**src/rtl/hc595_pkg.sv**
```systemverilog
// Shared types and default sizing for the 74HC595 chain driver.
package hc595_pkg;

    localparam int HC595_DATA_W  = 8;
    localparam int HC595_CLK_DIV = 4;

    typedef enum logic [2:0] {
        IDLE  = 3'd0,
        SH_LO = 3'd1,
        SH_HI = 3'd2,
        LT_HI = 3'd3,
        LT_LO = 3'd4
    } hc595_state_e;

endpackage

```
**src/rtl/hc595_tick_div.sv**
```systemverilog
// Phase divider for the 595 driver: a down-counter that reloads on restart
// and on terminal count, producing a one-cycle tick every CLK_DIV cycles.
// tick_next_o predicts the tick of the following cycle so that outputs
// which must coincide with the last cycle of a phase can be registered.
module hc595_tick_div
    import hc595_pkg::*;
#(
    parameter int CLK_DIV = HC595_CLK_DIV
) (
    input  logic CLK,
    input  logic MR,
    input  logic restart_i,
    output logic tick_o,
    output logic tick_next_o
);

    localparam int CW = $clog2(CLK_DIV + 1);
    localparam logic [CW-1:0] RELOAD = CW'(CLK_DIV - 1);

    logic [CW-1:0] cnt_q;
    logic [CW-1:0] cnt_d;

    // Reload on restart or terminal count, otherwise count down.
    always_comb begin
        cnt_d = cnt_q;
        if (restart_i || (cnt_q == '0)) begin
            cnt_d = RELOAD;
        end else begin
            cnt_d = cnt_q - 1'b1;
        end
    end

    // Counter register.
    always_ff @(posedge CLK or negedge MR) begin
        if (!MR) begin
            cnt_q <= '0;
        end else begin
            cnt_q <= cnt_d;
        end
    end

    assign tick_o      = (cnt_q == '0);
    assign tick_next_o = (cnt_d == '0);

endmodule

```
**src/rtl/hc595_driver.sv**
```systemverilog
// Serial driver for a cascaded 74HC595 chain: accepts a parallel word on a
// valid/ready handshake, shifts it out MSB first on DS/SHCP, then pulses
// STCP to latch it.
// Build option HC595_OE_BLANK_EN: hold OE_N high from reset until the first
// completed latch so power-up garbage on the 595 outputs stays blanked.
//
//   state | meaning
//   IDLE  | waiting for a word, in_ready=1
//   SH_LO | SHCP low, DS presents current MSB of the shadow register
//   SH_HI | SHCP high, DS held; shift shadow on exit
//   LT_HI | STCP high, storage register loads
//   LT_LO | STCP low, done in its last cycle
module hc595_driver
    import hc595_pkg::*;
#(
    parameter int DATA_W  = HC595_DATA_W,
    parameter int CLK_DIV = HC595_CLK_DIV
) (
    input  logic              CLK,
    input  logic              MR,
    input  logic              in_valid,
    input  logic [DATA_W-1:0] in_data,
    output logic              in_ready,
    output logic              done,
    output logic              DS,
    output logic              SHCP,
    output logic              STCP,
    output logic              OE_N
);

    localparam int BW = $clog2(DATA_W + 1);
    localparam logic [BW-1:0] LAST_BIT = BW'(DATA_W - 1);

    hc595_state_e      state_q, state_d;
    logic [DATA_W-1:0] shadow_q, shadow_d;
    logic [BW-1:0]     bit_cnt_q, bit_cnt_d;
    logic              ready_q, ready_d;
    logic              done_q, done_d;
    logic              ds_q, ds_d;
    logic              shcp_q, shcp_d;
    logic              stcp_q, stcp_d;
    logic              restart;
    logic              tick;
    logic              tick_next;

    hc595_tick_div #(
        .CLK_DIV (CLK_DIV)
    ) u_tick_div (
        .CLK         (CLK),
        .MR          (MR),
        .restart_i   (restart),
        .tick_o      (tick),
        .tick_next_o (tick_next)
    );

    // Next-state logic; pin values are derived from the next state so every
    // output comes straight from a flop.
    always_comb begin
        state_d   = state_q;
        shadow_d  = shadow_q;
        bit_cnt_d = bit_cnt_q;
        restart   = 1'b0;
        case (state_q)
            IDLE: begin
                if (in_valid && ready_q) begin
                    shadow_d  = in_data;
                    bit_cnt_d = '0;
                    state_d   = SH_LO;
                    restart   = 1'b1;
                end
            end
            SH_LO: begin
                if (tick) state_d = SH_HI;
            end
            SH_HI: begin
                if (tick) begin
                    shadow_d  = shadow_q << 1;
                    bit_cnt_d = bit_cnt_q + 1'b1;
                    state_d   = (bit_cnt_q == LAST_BIT) ? LT_HI : SH_LO;
                end
            end
            LT_HI: begin
                if (tick) state_d = LT_LO;
            end
            LT_LO: begin
                if (tick) state_d = IDLE;
            end
            default: state_d = IDLE;
        endcase

        ready_d = (state_d == IDLE);
        shcp_d  = (state_d == SH_HI);
        stcp_d  = (state_d == LT_HI);
        // DS only moves on entry to SH_LO, i.e. while SHCP is low.
        ds_d    = (state_d == SH_LO) ? shadow_d[DATA_W-1] : ds_q;
        done_d  = (state_d == LT_LO) && tick_next;
    end

    // State, datapath and output registers.
    always_ff @(posedge CLK or negedge MR) begin
        if (!MR) begin
            state_q   <= IDLE;
            shadow_q  <= '0;
            bit_cnt_q <= '0;
            ready_q   <= 1'b1;
            done_q    <= 1'b0;
            ds_q      <= 1'b0;
            shcp_q    <= 1'b0;
            stcp_q    <= 1'b0;
        end else begin
            state_q   <= state_d;
            shadow_q  <= shadow_d;
            bit_cnt_q <= bit_cnt_d;
            ready_q   <= ready_d;
            done_q    <= done_d;
            ds_q      <= ds_d;
            shcp_q    <= shcp_d;
            stcp_q    <= stcp_d;
        end
    end

`ifdef HC595_OE_BLANK_EN
    logic oe_n_q;

    // Blank outputs until the first word has been latched since reset.
    always_ff @(posedge CLK or negedge MR) begin
        if (!MR) begin
            oe_n_q <= 1'b1;
        end else if (done_d) begin
            oe_n_q <= 1'b0;
        end
    end

    assign OE_N = oe_n_q;
`else
    assign OE_N = 1'b0;
`endif

    assign in_ready = ready_q;
    assign done     = done_q;
    assign DS       = ds_q;
    assign SHCP     = shcp_q;
    assign STCP     = stcp_q;

endmodule
```
**config.mk**
```make
export PLATFORM = sky130hd
export DESIGN_NAME = hc595_driver
export DESIGN_NICKNAME = d
export VERILOG_FILES = /design/src/rtl/hc595_pkg.sv /design/src/rtl/hc595_tick_div.sv /design/src/rtl/hc595_driver.sv
export SDC_FILE = /design/constraint.sdc
export NUM_CORES = 1
export LEC_CHECK = 0
export ABC_CLOCK_PERIOD_IN_PS = 2400
export CORE_MARGIN = 2
export CORE_UTILIZATION = 40
export DETAILED_ROUTE_END_ITERATION = 10
export PLACE_DENSITY_LB_ADDON = 0.05
export SYNTH_ARGS = -nofsm -noshare
export SYNTH_HDL_FRONTEND = slang
export SYNTH_SLANG_ARGS = --single-unit
```
**constraint.sdc**
```tcl
create_clock -name CLK -period 2.4 [get_ports CLK]
set_input_delay 0.48 -clock CLK [delete_from_list [all_inputs] [get_ports CLK]]
set_output_delay 0.48 -clock CLK [all_outputs]
set_load 0.02 [all_outputs]
```
==> results of run 1 <==
## cells in the mapped netlist, drive strengths merged
| cell type | instances | area (um^2) |
|---|---|---|
| nand3b | 1 | 7.510 |
| xnor2 | 1 | 8.760 |
| nor3 | 3 | 20.02 |
| mux2 | 2 | 22.52 |
| nor2 | 8 | 32.54 |
| a22oi | 6 | 45.04 |
| buf | 6 | 41.28 |
| nand3 | 1 | 5.000 |
| nand4 | 2 | 12.51 |
| mux2i | 1 | 10.01 |
| o21bai | 1 | 11.26 |
| a22o | 3 | 26.28 |
| conb | 1 | 3.750 |
| nor2b | 3 | 18.77 |
| dfrtp | 22 | 550.5 |
| xor2 | 2 | 17.52 |
| dfstp | 1 | 26.28 |
| o221ai | 1 | 15.01 |
| and2 | 1 | 6.260 |
| ha | 3 | 37.54 |
| nand2 | 17 | 63.81 |
| a32o | 1 | 10.01 |
| nor4 | 1 | 21.27 |
| inv | 4 | 15.01 |
| nor4bb | 1 | 10.01 |
| o41ai | 1 | 16.27 |
## metal layers
layer,up-vias,global-route usage (%),part of all wire [%]
li1,354,-,-
met2,11,18.54,45
met1,326,18.71,50
met4,0,6.272,1.1
met5,-,0,0
met3,2,2.342,3.7
## stage by stage
stage          hold slack, ns  setup slack, ns  cells  utilization, %
2_1_floorplan          0.1844           0.7074     94               -
3_3_place_gp           0.4552           0.3974    137           49.70
3_5_place_dp           0.4626           0.3636    137           49.70
4_1_cts                0.4797           0.3702    141           50.81
5_1_grt                0.5016           0.1658    141           50.81
6_report               0.4720           0.3897    141           50.81
## flip-flops by register name, summed over array words and instances (netlist names)
signal and cells:
done 1, SHCP 1, STCP 1, state_q 3, bit_cnt_q 4, DS 1
shadow_q 8, in_ready 1, u_tick_div.cnt_q 3
## cell usage in the layout, fill, tap and decap left out, drive strengths merged, types with 2 or more instances in the layout
cell type | netlist | final
inv | 4 | 4
a22o | 3 | 3
nor2 | 8 | 8
a22oi | 6 | 6
ha | 3 | 3
mux2 | 2 | 2
buf | 6 | 4
nor3 | 3 | 3
clkdlybuf4s50 | 0 | 15
clkbuf | 0 | 3
xor2 | 2 | 2
dfrtp | 22 | 22
nor2b | 3 | 3
nand4 | 2 | 2
nand2 | 17 | 17
## worst paths after layout
check / startpoint / to / slack [ns] / cells past startpoint
setup / recovery: u_tick_div.cnt_q[0] / DS / 0.39 / 7
hold / removal: u_tick_div.cnt_q[0] / u_tick_div.cnt_q[0] / 0.47 / 1
setup reg to reg: u_tick_div.cnt_q[0] / DS / 0.39 / 7
hold reg to reg: u_tick_div.cnt_q[0] / u_tick_div.cnt_q[0] / 0.47 / 1
max in group asynchronous: MR / in_ready / 1.61 / 2
min in group asynchronous: MR / u_tick_div.cnt_q[1] / 0.51 / 2
## cell type report
cell class | count | area share (%)
repair buffers | 19 | 14.31
flip-flops and latches | 23 | 45.82
inverters | 4 | 1.193
well taps | 30 | 2.982
clock inverters | 1 | 0.3976
clock buffers | 3 | 1.789
multi-input cells | 61 | 33.50
## where the power goes
| group | internal (uW) | switching, uW | total, uW |
|---|---|---|---|
| sequential | 388 | 0 | 388 |
| combinational | 15.3 | 10.9 | 26.2 |
| clock | 62.1 | 111 | 173 |
## cells by family after synthesis
family | share of synthesized area (%)
flops | 54.69
xor+xnor | 2.492
simple gates | 18.74
fa+ha+maj | 3.559
buf+inv | 5.337
other cells | 0.3555
compound gates | 11.74
mux | 3.084
==> metrics.yaml, run 1 <==
endpoint_kind: "flip-flop"
cpLargestDelayFamily: "multiplexers"
dieArea_um2: 3064
syn_inst: 94
num_antenna_cells: 0
port_buffers: 15
dpl.hpwl_mm: 1.236
cts.sinks: 23
synthesis.nets: 108
synth_warnings: 0
setup-tns-final_ns: 0
coreArea_um2: 2477
clock_latency_ns: 0.30
grt_overflow_total: 0
remaining_drc_errors: 0
tightest_slew_ns: 0.5520
cts_root_buf: "clkbuf_4"
multiInputGateArea_um2: 421.7
final_area_um2: 1259
grt_first_pass_wirelength_mm: 3.153
avgSynthCellArea_um2: 11.22
ant_nets: 0
ios: 17
crit_arrival_ns: 2.22
worstPathRequired_ns: 2.61
path_class: "flip-flop to flip-flop"
fin_crit_sh_pct: 83.76
firstDrtPassIters: 4
cts-resized-gates: 0
cp_cell_sequence: "inv_1 > ha_1 > nor2b_1 > mux2i_1 > o21bai_2 > nand2_1 > mux2_2"
max-vdd-ir-drop_mv: 0.2762
path_buf_inv: 1
ctsHoldBuffers: 0
synth_cell_type_count: 31
clock_path_buffers: 2
post_cts_buffers: 0
core.rowCount: 18
yosysSeqAreaShare_pct: 54.69
first_global_vias: 681
gp_congestion: 0.6904
drt-total-wl_mm: 1.704
clk_pin_slew_ns: 0.12
via_per_inst: 4.915
cts_buffers: 3
worst_path_largest_cell_delay_ns: 0.47
yosys_register_bits: 23
start_util_pct: 42.58
grt_antenna_before_repair: 0
hold_class: "flip-flop to flip-flop"
p_per_area_nw_per_um2: 466.2
synthesis.area_um2: 1055
rsz0062_at_grt: "no"
cp_slowest_cell: "nor2b_1"
place_area_um2: 1231
grt_usage_pct: 12.93
grt_max_degree: 24
fmax_mhz: 497.4
critPathLaunchType: "flip-flop"
total_leakage_power_uw: 0.0005820
power_uw: 586.8
drive_gt1_share_pct: 16.22
regArea_um2: 576.8
setup_viol: 0
die_h_um: 55.35
die_w_um: 55.35
maxCapViolCount: 0
drt_iter0_markers: 7
slew_violations: 0
skew_ns: 0.005063
path_max_fanout: 7
cts_tree: "yes"
finalHoldViolations: 0
nNetsFinal: 126
fillers: 246
max-slew-margin-rel_pct: 63.13
avgRoutedWirePerCell_um: 12.09
syn_to_final_growth_pct: 19.34
htreeDepth: 1
vias: 693
period_minus_slack_ns: 2.010
outcome: "finished clean"
(Power assumes the default switching activity.)
==> run 2: changes to the inputs <==
--- a/config.mk
+++ b/config.mk
@@ -5,7 +5,7 @@
 export SDC_FILE = /design/constraint.sdc
 export NUM_CORES = 1
 export LEC_CHECK = 0
-export ABC_CLOCK_PERIOD_IN_PS = 2400
+export ABC_CLOCK_PERIOD_IN_PS = 1900
 export CORE_MARGIN = 2
 export CORE_UTILIZATION = 40
 export DETAILED_ROUTE_END_ITERATION = 10
==> constraint.sdc (replaced) <==
create_clock -name CLK -period 1.9 [get_ports CLK]
set_input_delay 0.38 -clock CLK [delete_from_list [all_inputs] [get_ports CLK]]
set_output_delay 0.38 -clock CLK [all_outputs]
set_load 0.02 [all_outputs]
==> metrics.yaml, run 2 (synthesis results as in run 1) <==
outcome: "finished clean"
slew_violations: 0  # unchanged
vias: 721  # +4.0%
max-vdd-ir-drop_mv: 0.6634  # +140%
firstDrtPassIters: 4  # unchanged
wl_met2_um: 808  # +4.3%
ios: 17  # unchanged
clk_pin_slew_ns: 0.13  # about the same
clock_path_buffers: 2  # unchanged
worst_path_largest_cell_delay_ns: 0.59  # +0.12 ns
die_w_um: 55.35  # unchanged
skew_ns: 0.006091  # +0.001028 ns
p_per_area_nw_per_um2: 577.0  # +24%
drt_iter0_markers: 9  # +2
final_cell_mix: "dfrtp_1, nand2_1, clkdlybuf4s50_1, buf_4, nor2_1"
grt_overflow_total: 0  # unchanged
cp_cell_sequence: "clkdlybuf4s50_1"
cpLargestDelayFamily: "buffers and inverters"
fin_crit_sh_pct: 96.54
rsz0062_at_grt: "no"
htreeDepth: 1  # unchanged
port_buffers: 15  # unchanged
coreArea_um2: 2477  # unchanged
cts_tree: "yes"
cts_buffers: 3  # unchanged
critPathLaunchType: "flip-flop"
avgRoutedWirePerCell_um: 12.11  # +0.20%
cp_slowest_cell: "clkdlybuf4s50_1"
drt-total-wl_mm: 1.768  # +3.8%
start_util_pct: 42.58  # unchanged
clock_latency_ns: 0.31  # about the same
routed.top_layer: "met4"
period_minus_slack_ns: 1.834
finalHoldViolations: 0  # unchanged
core.rowCount: 18  # unchanged
fillers: 239  # -2.8%
path_buf_inv: 1  # unchanged
remaining_drc_errors: 0  # unchanged
endpoint_kind: "output port"
gp_congestion: 0.7098  # +2.8%
cts.sinks: 23  # unchanged
largest_reg_flops: 8  # unchanged
holdWs_ns: 0.4046  # -0.06735 ns
final_common_cell: "dfrtp_1"
cts_root_buf: "clkbuf_4"
grt_max_degree: 24  # unchanged
nNetsFinal: 131  # +4.0%
grt_first_pass_wirelength_mm: 3.208  # +1.7%
fmax_mhz: 545.2
met3WireLength_um: 86  # +37%
setup-tns-final_ns: 0  # unchanged
total_leakage_power_uw: 0.0006027  # +3.6%
dpl.hpwl_mm: 1.277  # +3.3%
die_h_um: 55.35  # unchanged
path_class: "flip-flop to output port"
maxCapViolCount: 0  # unchanged
wirelength_met1_um: 847  # +0.12%
regArea_um2: 576.8  # unchanged
syn_to_final_growth_pct: 23.25
largestRegisters: "shadow_q x8, bit_cnt_q x4"
grt_antenna_before_repair: 0  # unchanged
ant_nets: 0  # unchanged
grt_usage_pct: 13.64  # +0.70 points
crit_arrival_ns: 1.45  # -0.77 ns
num_antenna_cells: 0  # unchanged
largest_register: "shadow_q"
post_cts_buffers: 0  # unchanged
first_global_vias: 726  # +6.6%
worstPathRequired_ns: 1.52  # -1.09 ns
drive_gt1_share_pct: 20.69  # +4.5 points
setup_viol: 0  # unchanged
multiInputGateArea_um2: 426.7  # +1.2%
hold_class: "input pin to asynchronous set/reset pin"
path_max_fanout: 2  # -5
via_per_inst: 4.938  # +0.48%
dieArea_um2: 3064  # unchanged
[run 2: stage by stage]
step	setup slack (ns)	instances	power [uW]	cell area, um^2	util, %
after detailed placement	0.04642	142	532.6	1269	51.21
final	0.06578	146	750.1	1300	52.47
after global placement	0.08494	142	532.5	1269	51.21
after floorplan	0.2074	94	502.4	1055	-
after CTS	0.05721	146	761.8	1295	52.27
after global routing	0.02440	146	790.4	1300	52.47
[run 2: per-layer routing]
layer / track usage (%) / vias up
li1: - / 363
met1: 17.12 / 340
met2: 21.26 / 14
met3: 5.152 / 4
met4: 5.226 / 0
met5: 0 / -
[run 2: final timing paths]
check	from	endpoint	slack [ns]	cells past startpoint
setup / recovery	in_ready	in_ready	0.07	1
hold / removal	MR	done	0.40	2
setup reg to reg	u_tick_div.cnt_q[0]	DS	0.13	7
hold reg to reg	u_tick_div.cnt_q[0]	u_tick_div.cnt_q[0]	0.47	1
max in group asynchronous	MR	in_ready	1.22	2
min in group CLK	u_tick_div.cnt_q[0]	u_tick_div.cnt_q[0]	0.47	1
[run 2: area by class of cell]
| class | instances | area share (%) |
|---|---|---|
| Tap cell | 30 | 2.887 |
| Sequential cell | 23 | 44.37 |
| Timing Repair Buffer | 24 | 16.75 |
| Inverter | 4 | 1.155 |
| Clock buffer | 4 | 2.021 |
| Multi-Input combinational cell | 61 | 32.82 |
[run 2: report_power, final]
group | switching [uW] | internal (uW) | total, uW
registers | 0 | 490 | 490
logic | 13.5 | 19.3 | 32.8
clock network | 146 | 82.0 | 228
[run 2: what timing repair did]
action,CTS,global route
endpoints found under the setup margin,0,1
hold buffers,0,0
gates resized for setup,0,2
[run 2: worst reg2reg max path, delay by kind of cell (launching register included)]
| kind | cells | cell delay [ns] |
|---|---|---|
| flip-flops | 1 | 0.39 |
| buffers and inverters | 2 | 0.22 |
| adder cells (fa/ha/maj) | 1 | 0.18 |
| multiplexers | 1 | 0.25 |
| AND/OR/NAND/NOR | 1 | 0.17 |
| AO/OA/AOI/OAI | 2 | 0.47 |
